**config.mk**
```make
export PLATFORM = sky130hd
export DESIGN_NAME = hm_rx
export DESIGN_NICKNAME = d
export VERILOG_FILES = /design/src/rtl/hm_rx.sv
export SDC_FILE = /design/constraint.sdc
export NUM_CORES = 1
export LEC_CHECK = 0
export ABC_AREA = 1
export CORE_ASPECT_RATIO = 0.9
export CORE_MARGIN = 2
export CORE_UTILIZATION = 55
export CTS_CLUSTER_SIZE = 8
export DETAILED_ROUTE_END_ITERATION = 16
export HOLD_SLACK_MARGIN = 0.08
export PLACE_DENSITY = 0.88
export SYNTH_ARGS = -nofsm -noshare
export SYNTH_HDL_FRONTEND = slang
export SYNTH_SLANG_ARGS = --single-unit
```
**constraint.sdc**
```tcl
create_clock -name trn_clk -period 12.75 [get_ports trn_clk]
set_input_delay 1.9125 -clock trn_clk [delete_from_list [all_inputs] [get_ports trn_clk]]
set_output_delay 1.9125 -clock trn_clk [all_outputs]
set_load 0.1 [all_outputs]
```
**src/rtl/hm_rx.sv**
```systemverilog
// hm_rx: captures the CplD TLPs answering the single 1024-DW read (rid 16'h1800, tag 8'h38) and repacks the payload into qwords.
// Latency: a beat that completes a DW pair raises hm_data_we on the following cycle; status pulses are also one cycle after the beat.
// Backpressure: none, trn_rdst_rdy_n is held low after reset and every beat with trn_rsrc_rdy_n low is consumed.
module hm_rx (
    input  logic        trn_clk,
    input  logic        sys_rst,
    input  logic        rx_start,
    output logic        rx_end,
    output logic        rx_error,
    output logic        timeout,
    input  logic [63:0] trn_rd,
    input  logic        trn_rrem_n,
    input  logic        trn_rsof_n,
    input  logic        trn_reof_n,
    input  logic        trn_rsrc_rdy_n,
    input  logic        trn_rsrc_dsc_n,
    input  logic        trn_rerrfwd_n,
    input  logic [6:0]  trn_rbar_hit_n,
    output logic        trn_rdst_rdy_n,
    output logic        trn_rnp_ok_n,
    output logic [63:0] hm_data,
    output logic        hm_data_we,
    output logic [8:0]  hm_data_addr,
    output logic [15:0] stat_trn_cpt_rx,
    output logic [7:0]  stat_trn_cpt_ign,
    output logic [1:0]  stat_state
);

    localparam logic [15:0] REQ_ID        = 16'h1800;
    localparam logic [7:0]  REQ_TAG       = 8'h38;
    localparam logic [7:0]  CPLD_FMT_TYPE = 8'b010_01010;
    localparam logic [15:0] TMO_LIMIT     = 16'hffff;
    localparam logic [8:0]  LAST_QW       = 9'd511;

    typedef enum logic [1:0] {
        ST_IDLE = 2'd0,
        ST_H1   = 2'd1,
        ST_DATA = 2'd2,
        ST_DROP = 2'd3
    } state_t;

    state_t      state_q, state_d;
    logic        armed_q, armed_d;
    logic [2:0]  cpl_status_q, cpl_status_d;
    logic [10:0] dw_cnt_q, dw_cnt_d;
    logic [31:0] held_q, held_d;
    logic [15:0] tmo_cnt_q, tmo_cnt_d;
    logic [63:0] hm_data_q, hm_data_d;
    logic        hm_data_we_q, hm_data_we_d;
    logic [8:0]  hm_data_addr_q, hm_data_addr_d;
    logic        rx_end_q, rx_end_d;
    logic        rx_error_q, rx_error_d;
    logic        timeout_q, timeout_d;
    logic [15:0] cpt_rx_q, cpt_rx_d;
    logic [7:0]  cpt_ign_q, cpt_ign_d;
    logic        rdst_rdy_n_q;

    logic        beat, sof, eof, bad_pkt;
    logic [1:0]  pay_n;
    logic [31:0] pay_a, pay_b;
    logic        unused_bar_hit;

    assign beat    = ~trn_rsrc_rdy_n;
    assign sof     = ~trn_rsof_n;
    assign eof     = ~trn_reof_n;
    assign bad_pkt = ~trn_rsrc_dsc_n | ~trn_rerrfwd_n;

    // BAR hit carries no information for a completion stream.
    assign unused_bar_hit = ^trn_rbar_hit_n;

    assign trn_rdst_rdy_n   = rdst_rdy_n_q;
    assign trn_rnp_ok_n     = 1'b0;
    assign hm_data          = hm_data_q;
    assign hm_data_we       = hm_data_we_q;
    assign hm_data_addr     = hm_data_addr_q;
    assign rx_end           = rx_end_q;
    assign rx_error         = rx_error_q;
    assign timeout          = timeout_q;
    assign stat_trn_cpt_rx  = cpt_rx_q;
    assign stat_trn_cpt_ign = cpt_ign_q;
    assign stat_state       = state_q;

    // Next state: TLP parse, DW pair packing, arming and timeout.
    always_comb begin
        state_d        = state_q;
        armed_d        = armed_q;
        cpl_status_d   = cpl_status_q;
        dw_cnt_d       = dw_cnt_q;
        held_d         = held_q;
        tmo_cnt_d      = tmo_cnt_q;
        hm_data_d      = hm_data_q;
        hm_data_we_d   = 1'b0;
        hm_data_addr_d = hm_data_addr_q;
        rx_end_d       = 1'b0;
        rx_error_d     = 1'b0;
        timeout_d      = 1'b0;
        cpt_rx_d       = cpt_rx_q;
        cpt_ign_d      = cpt_ign_q;
        pay_n          = 2'd0;
        pay_a          = trn_rd[63:32];
        pay_b          = trn_rd[31:0];

        if (beat) begin
            case (state_q)
                ST_IDLE: begin
                    if (sof) begin
                        // DW1 of the header rides in the low half of the SOF beat.
                        cpl_status_d = trn_rd[15:13];
                        if (armed_q && trn_rd[63:56] == CPLD_FMT_TYPE) begin
                            state_d = eof ? ST_IDLE : ST_H1;
                        end else begin
                            if (armed_q) begin
                                cpt_ign_d = cpt_ign_q + 8'd1;
                            end
                            state_d = eof ? ST_IDLE : ST_DROP;
                        end
                    end
                end
                ST_H1: begin
                    if (trn_rd[63:48] != REQ_ID || trn_rd[47:40] != REQ_TAG) begin
                        cpt_ign_d = cpt_ign_q + 8'd1;
                        state_d   = eof ? ST_IDLE : ST_DROP;
                    end else if (cpl_status_q != 3'd0 || bad_pkt) begin
                        rx_error_d = armed_q;
                        state_d    = eof ? ST_IDLE : ST_DROP;
                    end else begin
                        // Low half of the second header beat is the first payload DW.
                        pay_n = 2'd1;
                        pay_a = trn_rd[31:0];
                        if (eof) begin
                            cpt_rx_d = cpt_rx_q + 16'd1;
                            state_d  = ST_IDLE;
                        end else begin
                            state_d = ST_DATA;
                        end
                    end
                end
                ST_DATA: begin
                    if (bad_pkt) begin
                        rx_error_d = armed_q;
                        state_d    = eof ? ST_IDLE : ST_DROP;
                    end else begin
                        pay_n = (eof && !trn_rrem_n) ? 2'd1 : 2'd2;
                        if (eof) begin
                            cpt_rx_d = cpt_rx_q + 16'd1;
                            state_d  = ST_IDLE;
                        end
                    end
                end
                ST_DROP: begin
                    if (eof) begin
                        state_d = ST_IDLE;
                    end
                end
                default: state_d = ST_IDLE;
            endcase
        end

        // Payload DWs stream across CplDs in order; an odd DW waits in held_q for its partner.
        if (armed_q && !dw_cnt_q[10] && pay_n != 2'd0) begin
            dw_cnt_d = dw_cnt_q + {9'd0, pay_n};
            if (dw_cnt_q[0]) begin
                hm_data_we_d   = 1'b1;
                hm_data_d      = {held_q, pay_a};
                hm_data_addr_d = dw_cnt_q[9:1];
                if (pay_n == 2'd2) begin
                    held_d = pay_b;
                end
            end else if (pay_n == 2'd2) begin
                hm_data_we_d   = 1'b1;
                hm_data_d      = {pay_a, pay_b};
                hm_data_addr_d = dw_cnt_q[9:1];
            end else begin
                held_d = pay_a;
            end
            if (hm_data_we_d && dw_cnt_q[9:1] == LAST_QW) begin
                rx_end_d = 1'b1;
            end
        end

        // Idle watchdog: only runs while armed, any accepted beat restarts it.
        if (!armed_q || beat) begin
            tmo_cnt_d = 16'd0;
        end else if (tmo_cnt_q == TMO_LIMIT) begin
            timeout_d = 1'b1;
            tmo_cnt_d = 16'd0;
        end else begin
            tmo_cnt_d = tmo_cnt_q + 16'd1;
        end

        if (rx_end_d || rx_error_d || timeout_d) begin
            armed_d = 1'b0;
        end

        // A new request (or re-arm) restarts the stream from qword 0.
        if (rx_start) begin
            armed_d   = 1'b1;
            dw_cnt_d  = 11'd0;
            tmo_cnt_d = 16'd0;
            if (!hm_data_we_d) begin
                hm_data_addr_d = 9'd0;
            end
        end
    end

    // State and output registers, all cleared asynchronously.
    always_ff @(posedge trn_clk or posedge sys_rst) begin
        if (sys_rst) begin
            state_q        <= ST_IDLE;
            armed_q        <= 1'b0;
            cpl_status_q   <= 3'd0;
            dw_cnt_q       <= 11'd0;
            held_q         <= 32'd0;
            tmo_cnt_q      <= 16'd0;
            hm_data_q      <= 64'd0;
            hm_data_we_q   <= 1'b0;
            hm_data_addr_q <= 9'd0;
            rx_end_q       <= 1'b0;
            rx_error_q     <= 1'b0;
            timeout_q      <= 1'b0;
            cpt_rx_q       <= 16'd0;
            cpt_ign_q      <= 8'd0;
            rdst_rdy_n_q   <= 1'b1;
        end else begin
            state_q        <= state_d;
            armed_q        <= armed_d;
            cpl_status_q   <= cpl_status_d;
            dw_cnt_q       <= dw_cnt_d;
            held_q         <= held_d;
            tmo_cnt_q      <= tmo_cnt_d;
            hm_data_q      <= hm_data_d;
            hm_data_we_q   <= hm_data_we_d;
            hm_data_addr_q <= hm_data_addr_d;
            rx_end_q       <= rx_end_d;
            rx_error_q     <= rx_error_d;
            timeout_q      <= timeout_d;
            cpt_rx_q       <= cpt_rx_d;
            cpt_ign_q      <= cpt_ign_d;
            rdst_rdy_n_q   <= 1'b0;
        end
    end

endmodule

```
==> out/qor.yml <==
status: "finished, final reports clean"
slew_violations: 0
drcViolationCount: 0
clkTransAtPathRegs_ps: 70
fin_tns_setup_ps: 0
cp_slowest_cell: "inv_2"
grt_setup_unrepaired: "no"
synth.most_common_cell: "nand2_1"
r2r_start: "stat_state[0]$_DFFE_PP0P_"
synth_edf_count: 0
p_per_area_mw_per_mm2: 155
coreArea_mm2: 0.0167
die-area_mm2: 0.0180
fin_ws_ps: 6690
p_leak_nw: 6.10
dpl-instance-area_mm2: 0.0111
grt_pass1_wl_um: 40500
min_period_ps: 6060
crit_fanout: 34
syn_area_mm2: 0.00931
vdd_drop_max_mv: 0.0881
yosysSeqAreaShare: 0.449
critPathKind: "input pin to flip-flop"
clk_latency_ps: 440
clock-root-buffer: "clkbuf_16"
worst_path_most_repeated_cell: "nand2_1"
finalPower_mw: 1.82
wl_um: 25200
io_buffers: 176
viasPerCell: 5.34
fin_skew_ps: 14.6
die_w_um: 141
synth_area_leader_cell: "dfrtp_1"
cts_buffers: 17
place_ws_ps: 6360
ctsLongestPathBuffers: 2
wl_per_cell_um: 14.9
setup_violations: 0
start_kind: "input pin"
fmax_ghz: 0.165
syn_area_per_cell_um2: 7.03
finalCritPeriodShare: 0.475
gp_congestion: 0.898
maxCapViolCount: 0
synthArstFlopShare: 1.00
grt_max_degree: 109
drive_above_1_share: 0.0405
antenna_cells: 0
post_cts_resized: 0
cts_hold_buf: 0
netlist_top_cells_count: "nand2_1 (626), dfrtp_1 (166), inv_1 (133)"
start_util: 0.557
placementRows: 45
drt_iter0_drc: 811
htreeDepth: 4
dp_hpwl_um: 16400
tritoncts: "built"
postRouteAntennaNets: 0
required_ps: 13120
slowest_delay_ps: 870
whs_ps: 451
finalHoldViolations: 0
gr-usage-all-layers: 0.281
grt_pass1_vias: 8366
design_area_mm2: 0.0117
io_pins: 185
yosysWarnings: 0
hold_path.class: "flip-flop to flip-flop"
crit_chain: "clkdlybuf4s50_1 > inv_2 > nand2_1 > nor4_1 > nand2_1 > ha_1 > nand3b_2 > inv_2 > nand2_1 > nand2_1"
synth_seq_cells: 167
first_pass_iters: 6
ys.flop_type: "dfrtp_1"
crit_path_end_kind: "flip-flop"
synth_area_leaders: "dfrtp_1 (45%), nand2_1 (25%), inv_1 (5.4%)"
slew_headroom: 0.216
syn_to_final_growth_pct: 26.1
post_cts_buffers: 0
ys_types: 35
min-delay-start: "tmo_cnt_q[0]$_DFF_PP0_"
nets: 1560
crit_start: "trn_rsrc_rdy_n"
synth_top_area_frac: 0.446
overflow: 0
antenna_found_initial: 0
cts.sinks: 167
worst_pin_slew_ps: 1180
dieHeight_um: 127
syn_inst: 1323
arrival_ps: 6430
vias: 9049
[worst paths after layout]
check / endpoint / slack (ps) / cells after the start
worst max-delay path: held_q[25]$_DFFE_PP0P_ / 6690 / 10
worst min-delay path: tmo_cnt_q[0]$_DFF_PP0_ / 450 / 1
worst max register to register: held_q[25]$_DFFE_PP0P_ / 8520 / 10
worst min register to register: tmo_cnt_q[0]$_DFF_PP0_ / 450 / 1
max in group asynchronous: hm_data[61]$_DFFE_PP0P_ / 9300 / 3
min in group asynchronous: stat_trn_cpt_ign[7]$_DFFE_PP0P_ / 2070 / 2
[state kept, by name, summed over array words and instances, names as in the netlist, 2 cells and up]
name,cells
stat_trn_cpt_ign,8
hm_data,64
held_q,32
tmo_cnt_q,16
stat_trn_cpt_rx,16
dw_cnt_q,11
stat_state,2
cpl_status_q,3
hm_data_addr,9
[cell families (layout without fill, tap and decap cells)]
group,after synthesis,count (layout),share of synthesized area
AND/OR/NAND/NOR,868,868,0.388
buffers and inverters,195,353,0.0862
flip-flops,167,167,0.449
AO/OA/AOI/OAI,41,41,0.0229
XOR/XNOR,40,40,0.0376
adder cells (fa/ha/maj),11,11,0.0156
other,1,2,0.000403
[worst max-delay path, delay by kind of cell]
| kind | cells | cell delay, ps |
|---|---|---|
| adder cells (fa/ha/maj) | 1 | 320 |
| buffers and inverters | 3 | 1990 |
| AND/OR/NAND/NOR | 6 | 2170 |
[report_power, final]
part	internal (mW)	switching [mW]	leakage, nW
Sequential	0.618	0.0669	2.25
Combinational	0.154	0.435	3.56
Clock	0.313	0.231	0.293
Total	1.09	0.733	6.10
[placed cells by master (no fill, tap or decap), types with 2 or more instances in the layout]
master | netlist | final
nand2_1 | 626 | 626
clkdlybuf4s50_1 | 0 | 176
dfrtp_1 | 166 | 165
inv_1 | 133 | 131
nand3_1 | 90 | 90
nor2_1 | 63 | 63
nand4_1 | 52 | 52
xor2_1 | 29 | 29
o21ai_0 | 29 | 29
clkbuf_16 | 0 | 17
nor3_1 | 16 | 16
xnor2_1 | 11 | 11
ha_1 | 10 | 10
a21oi_1 | 7 | 7
buf_4 | 2 | 7
nor4_1 | 6 | 6
inv_6 | 0 | 6
inv_2 | 5 | 6
nand2_2 | 4 | 4
nand3_2 | 4 | 4
clkinvlp_4 | 0 | 3
bufinv_16 | 0 | 3
o21ai_1 | 2 | 2
nor3_4 | 1 | 2
conb_1 | 1 | 2
clkinv_4 | 0 | 2
[layout make-up]
type / instances / area, µm²
repair buffers: 183 / 1810
fillers: 1320 / 4990
inverters: 138 / 523
flip-flops and latches: 167 / 4180
multi-input cells: 962 / 4330
clock inverters: 15 / 190
well taps: 211 / 264
clock buffers: 17 / 425
[metrics by stage]
stage,util,cells
2_1_floorplan,-,1324
3_3_place_gp,0.665,1661
3_5_place_dp,0.665,1661
4_1_cts,0.702,1693
5_1_grt,0.702,1693
6_report,0.702,1693
[per-layer routing]
layer	up-vias	track usage	part of all wire
li1	4392	-	-
met1	4199	0.373	0.42
met2	407	0.453	0.46
met3	51	0.0693	0.094
met4	0	0.104	0.022
met5	-	0	0
Power figures use the tool's default switching activity.
